==> src/rtl/systolic_skew_feeder_pkg.sv <==
// Shared constants and state encoding for the systolic operand feeder.
package systolic_pkg;

    localparam int          FP32_W    = 32;
    localparam logic [31:0] FP32_ZERO = 32'h0000_0000;
    localparam logic [31:0] FP32_ONE  = 32'h3F80_0000;

    typedef enum logic [1:0] {
        IDLE   = 2'd0,
        STREAM = 2'd1,
        FLUSH  = 2'd2,
        DONE   = 2'd3
    } feeder_state_e;

endpackage

==> src/rtl/systolic_skew_feeder_delay_line.sv <==
// Enable-gated shift register; one instance per array row sets that row's skew.
module skew_delay_line #(
    parameter int DEPTH = 1,
    parameter int DW    = 33
) (
    input  logic          clk,
    input  logic          rst_n,
    input  logic          en,
    input  logic [DW-1:0] din,
    output logic [DW-1:0] dout
);

    logic [DW-1:0] stage_q [DEPTH];

    // Shift one stage per advance; bubbles freeze the whole line.
    always_ff @(posedge clk) begin
        if (!rst_n) begin
            for (int k = 0; k < DEPTH; k++) begin
                stage_q[k] <= '0;
            end
        end else if (en) begin
            stage_q[0] <= din;
            for (int k = 1; k < DEPTH; k++) begin
                stage_q[k] <= stage_q[k-1];
            end
        end
    end

    assign dout = stage_q[DEPTH-1];

endmodule

==> src/rtl/systolic_skew_feeder.sv <==
// Operand feeder: accepts N-lane FP32 columns, skews lane i by i advances,
// then pushes N-1 zero beats so the skewed tail drains out of the array.
//
// state  | meaning
// IDLE   | waiting for the first beat of a tile, in_ready=1
// STREAM | accepting beats until in_last, in_ready=1
// FLUSH  | pushing N-1 zero beats, in_ready=0
// DONE   | one-cycle done pulse with tile_len valid, in_ready=0
module systolic_skew_feeder
    import systolic_pkg::*;
#(
    parameter int N  = 4,
    parameter int DW = 32,
    parameter int CW = 16
) (
    input  logic            clk,
    input  logic            rst_n,
    input  logic            in_valid,
    output logic            in_ready,
    input  logic [N*DW-1:0] in_data,
    input  logic            in_last,
    output logic [N*DW-1:0] out_data,
    output logic [N-1:0]    out_vld,
    output logic            out_en,
    output logic            done,
    output logic [CW-1:0]   tile_len
);

    localparam bit HAS_FLUSH  = (N > 1);
    localparam int FCW        = (N > 2) ? $clog2(N - 1) : 1;
    localparam int FLUSH_INIT = (N > 1) ? N - 2 : 0;

    feeder_state_e  state_q, state_d;
    logic [FCW-1:0] flush_cnt_q, flush_cnt_d;
    logic [CW-1:0]  beat_cnt_q, beat_cnt_d;
    logic [CW-1:0]  tile_len_q, tile_len_d;
    logic [CW-1:0]  beat_cnt_inc;
    logic           run_q;
    logic           out_en_q;
    logic           accept;
    logic           adv;

    // run_q keeps in_ready low while reset is held and for the release cycle.
    assign in_ready = run_q & ((state_q == IDLE) | (state_q == STREAM));
    assign accept   = in_valid & in_ready;
    assign adv      = accept | (state_q == FLUSH);
    assign done     = (state_q == DONE);
    assign tile_len = tile_len_q;
    assign out_en   = out_en_q;

    assign beat_cnt_inc = (beat_cnt_q == {CW{1'b1}}) ? beat_cnt_q : beat_cnt_q + CW'(1);

    // State, counters and the advance strobe register.
    always_ff @(posedge clk) begin
        if (!rst_n) begin
            state_q     <= IDLE;
            flush_cnt_q <= '0;
            beat_cnt_q  <= '0;
            tile_len_q  <= '0;
            run_q       <= 1'b0;
            out_en_q    <= 1'b0;
        end else begin
            state_q     <= state_d;
            flush_cnt_q <= flush_cnt_d;
            beat_cnt_q  <= beat_cnt_d;
            tile_len_q  <= tile_len_d;
            run_q       <= 1'b1;
            out_en_q    <= adv;
        end
    end

    // Next-state decode; tile_len is captured on the transition into DONE.
    always_comb begin
        state_d     = state_q;
        flush_cnt_d = flush_cnt_q;
        beat_cnt_d  = beat_cnt_q;
        tile_len_d  = tile_len_q;
        case (state_q)
            IDLE, STREAM: begin
                if (accept) begin
                    beat_cnt_d = beat_cnt_inc;
                    state_d    = STREAM;
                    if (in_last) begin
                        if (HAS_FLUSH) begin
                            state_d     = FLUSH;
                            flush_cnt_d = FCW'(FLUSH_INIT);
                        end else begin
                            state_d    = DONE;
                            tile_len_d = beat_cnt_inc;
                            beat_cnt_d = '0;
                        end
                    end
                end
            end
            FLUSH: begin
                if (flush_cnt_q == '0) begin
                    state_d    = DONE;
                    tile_len_d = beat_cnt_q;
                    beat_cnt_d = '0;
                end else begin
                    flush_cnt_d = flush_cnt_q - FCW'(1);
                end
            end
            DONE: begin
                state_d = IDLE;
            end
            default: begin
                state_d = IDLE;
            end
        endcase
    end

    for (genvar i = 0; i < N; i++) begin : g_lane
        logic [DW:0] lane_din;
        logic [DW:0] lane_dout;

        // Real operands carry vld=1; flush beats are +0.0 with vld=0.
        assign lane_din = accept ? {in_data[i*DW +: DW], 1'b1} : {FP32_ZERO, 1'b0};

        skew_delay_line #(
            .DEPTH (i + 1),
            .DW    (DW + 1)
        ) u_line (
            .clk   (clk),
            .rst_n (rst_n),
            .en    (adv),
            .din   (lane_din),
            .dout  (lane_dout)
        );

        assign out_data[i*DW +: DW] = lane_dout[DW:1];
        assign out_vld[i]           = lane_dout[0];
    end

endmodule

==> config.mk <==
export PLATFORM = sky130hd
export DESIGN_NAME = systolic_skew_feeder
export DESIGN_NICKNAME = d
export VERILOG_FILES = /design/src/rtl/systolic_skew_feeder_pkg.sv /design/src/rtl/systolic_skew_feeder_delay_line.sv /design/src/rtl/systolic_skew_feeder.sv
export SDC_FILE = /design/constraint.sdc
export NUM_CORES = 1
export LEC_CHECK = 0
export CAP_MARGIN = 20
export CORE_ASPECT_RATIO = 1.25
export CORE_UTILIZATION = 53
export CTS_BUF_LIST = sky130_fd_sc_hd__clkbuf_4
export DETAILED_ROUTE_END_ITERATION = 7
export PLACE_DENSITY = 0.83
export SLEW_MARGIN = 20
export SYNTH_ARGS = -nofsm -noshare
export SYNTH_HDL_FRONTEND = slang
export SYNTH_SLANG_ARGS = --single-unit
==> constraint.sdc <==
create_clock -name clk -period 16.4 [get_ports clk]
set_input_delay 3.28 -clock clk [delete_from_list [all_inputs] [get_ports clk]]
set_output_delay 3.28 -clock clk [all_outputs]
set_load 0.1 [all_outputs]
==> impl_metrics.env <==
export IMPL_status="finished clean"
export IMPL_skew_ns=0.0257
export IMPL_cts_made_buffers=85
export IMPL_end_kind="output pin"
export IMPL_cp_start_kind="register"
export IMPL_root_buffer="clkbuf_4"
export IMPL_synthesis_nets=1117
export IMPL_overflow=0
export IMPL_grt_antenna_before_repair=2
export IMPL_final_nets=1359
export IMPL_initial_core_util=0.541
export IMPL_drtIter0Drc=507
export IMPL_yosysMostFrequentCell="edfxtp_1"
export IMPL_powerDensity_nw_per_um2=121
export IMPL_yosys_warnings=0
export IMPL_routed_via_density=5.02
export IMPL_place_congestion=0.786
export IMPL_ant_nets=0
export IMPL_cts_resized=0
export IMPL_grt_use_total=0.192
export IMPL_ys_seq_area_frac=0.740
export IMPL_dp_hpwl_um=15700
export IMPL_vias=8204
export IMPL_drc=0
export IMPL_cp_arrival_ns=2.54
export IMPL_fmax_mhz=172
export IMPL_tritoncts="yes"
export IMPL_n_fill_cell=1763
export IMPL_stdcell_count=1634
export IMPL_synth_seq_cells=362
export IMPL_setup_viol=0
export IMPL_grt_pass1_vias=8087
export IMPL_grt_pass1_wl_um=40600
export IMPL_portBuffers=282
export IMPL_synthTopCellsByCount="edfxtp_1, and2_1, and3_1"
export IMPL_final_util=0.681
export IMPL_syn_inst=983
export IMPL_netlist_area_um2=14200
export IMPL_placed_area_um2=16700
export IMPL_maxCapViolCount=0
export IMPL_min_period_over_period=0.355
export IMPL_clkSinkCount=362
export IMPL_drt_pass1_iterations=5
export IMPL_final_area_um2=17800
export IMPL_p_leak_uw=0.00705
export IMPL_grt_max_degree=197
export IMPL_cts_hold_buf=0
export IMPL_grt_setup_unrepaired="false"
export IMPL_synth_edf_count=324
export IMPL_post_cts_buffers=0
export IMPL_routed_wl_um=26100
export IMPL_synth_main_ff_cell="edfxtp_1"
export IMPL_holdCritPathClass="register to register"
export IMPL_fp_dieW_um=148
export IMPL_crit_fanout=11
export IMPL_fp_coreArea_um2=26200
export IMPL_fp_dieH_um=185
export IMPL_dieArea_um2=27400
export IMPL_tightest_slew_ns=1.05
export IMPL_finalHoldViolations=0
export IMPL_row_count=66
export IMPL_clock_latency_ns=0.69
export IMPL_cts_max_level=3
export IMPL_synth_async_reset_ratio=0
export IMPL_fin_crit_ns=5.82
export IMPL_power_uw=2150
export IMPL_critPathKind="register to output pin"
export IMPL_cp_required_ns=13.12
export IMPL_ir_drop_mv=0.0692
export IMPL_synth_area_top_cells="edfxtp_1, and2_1, and3_1"
export IMPL_syn_area_per_cell_um2=14.4
export IMPL_io_pins=283
export IMPL_yosysTopAreaCellShare=0.687
export IMPL_drive_gt1_frac=0.113
export IMPL_clkSlewWorstSetupHoldPaths_ns=0.07
export IMPL_finalSetupTns_ns=0
export IMPL_wire_per_inst_um=16.0
export IMPL_finalMaxSlewViolations=0
export IMPL_yosys_area_top_type="edfxtp_1"
export IMPL_dp_cells=1478
export IMPL_synth_cell_types=43
export IMPL_synthToLayoutAreaGrowth_pct=25.8
export IMPL_cts_buffer_depth=3
export IMPL_slew_headroom=0.298
[metal layers]
layer  wire (um)  part of all wire  up-vias  GRT usage
li1            -                 -     3977          -
met1       10400              0.40     3883      0.225
met2       12900              0.49      293      0.315
met3        2040             0.078       51     0.0675
met4         771             0.030        0     0.0932
met5           0                 0        -          0
[placed cells by master (no fill, tap or decap), types with 3 or more instances in the layout]
cell	netlist	layout
clkbuf_4	0	123
o31ai_1	4	4
nand3_1	13	12
nand4_1	4	4
or3_1	4	4
buf_6	0	3
clkdlybuf4s50_1	0	281
clkinv_2	0	3
inv_2	1	4
inv_1	5	5
and2_1	197	197
edfxtp_1	324	324
and3_1	129	129
nor2_1	10	10
nand2_1	45	45
o211ai_1	4	4
dfxtp_1	38	38
o21ai_1	3	3
clkinv_1	0	23
a21oi_1	30	30
o21ai_0	10	10
[per-stage QoR]
stage	worst slack, ns	hold slack, ns
2_1_floorplan	1.90	0.454
4_1_cts	10.36	0.461
3_5_place_dp	9.62	0.450
5_1_grt	10.44	0.483
3_3_place_gp	9.74	0.448
6_report	10.58	0.459
[flip-flops by register name, summed over array words and instances, names as in the netlist]
name,count
out_en,1
run_q,1
g_lane.u_line.stage_q,324
flush_cnt_q,2
beat_cnt_q,16
tile_len,16
state_q,2
[critical path, cell delays in order, from the launching register on]
cell             delay (ns)
dfxtp_1                0.54
and2_1                 0.19
clkdlybuf4s50_1        1.12
[where the power goes]
part           total (uW)  switching (uW)  internal (uW)
combinational         347             263           84.4
clock                 712             334            378
sequential           1090            15.9           1080
total                2150             613           1540
[layout make-up]
type | instances | area [um^2] | share of cell area
repair buffers | 287 | 2880 | 0.162
clock inverters | 31 | 173 | 0.00968
clock buffers | 123 | 923 | 0.0518
flip-flops and latches | 362 | 10500 | 0.588
inverters | 6 | 22.5 | 0.00126
diodes | 2 | 5.00 | 0.000281
well taps | 340 | 425 | 0.0239
multi-input cells | 483 | 2910 | 0.163
[worst paths after layout]
check / slack [ns] / depth (start not counted) / start / to
setup reg to reg: 12.91 / 4 / state_q[1] / g_lane[1].u_line.stage_q[0][37]
hold / removal: 0.46 / 2 / tile_len[4] / tile_len[4]
hold reg to reg: 0.46 / 2 / tile_len[4] / tile_len[4]
setup / recovery: 10.58 / 2 / state_q[1] / done
[cell families after synthesis]
kind of cell | share of synthesized area
simple gates | 0.176
fa+ha+maj | 0.00177
mux | 0.00150
flops | 0.740
buf+inv | 0.0557
compound gates | 0.0250
(Power assumes the default switching activity.)
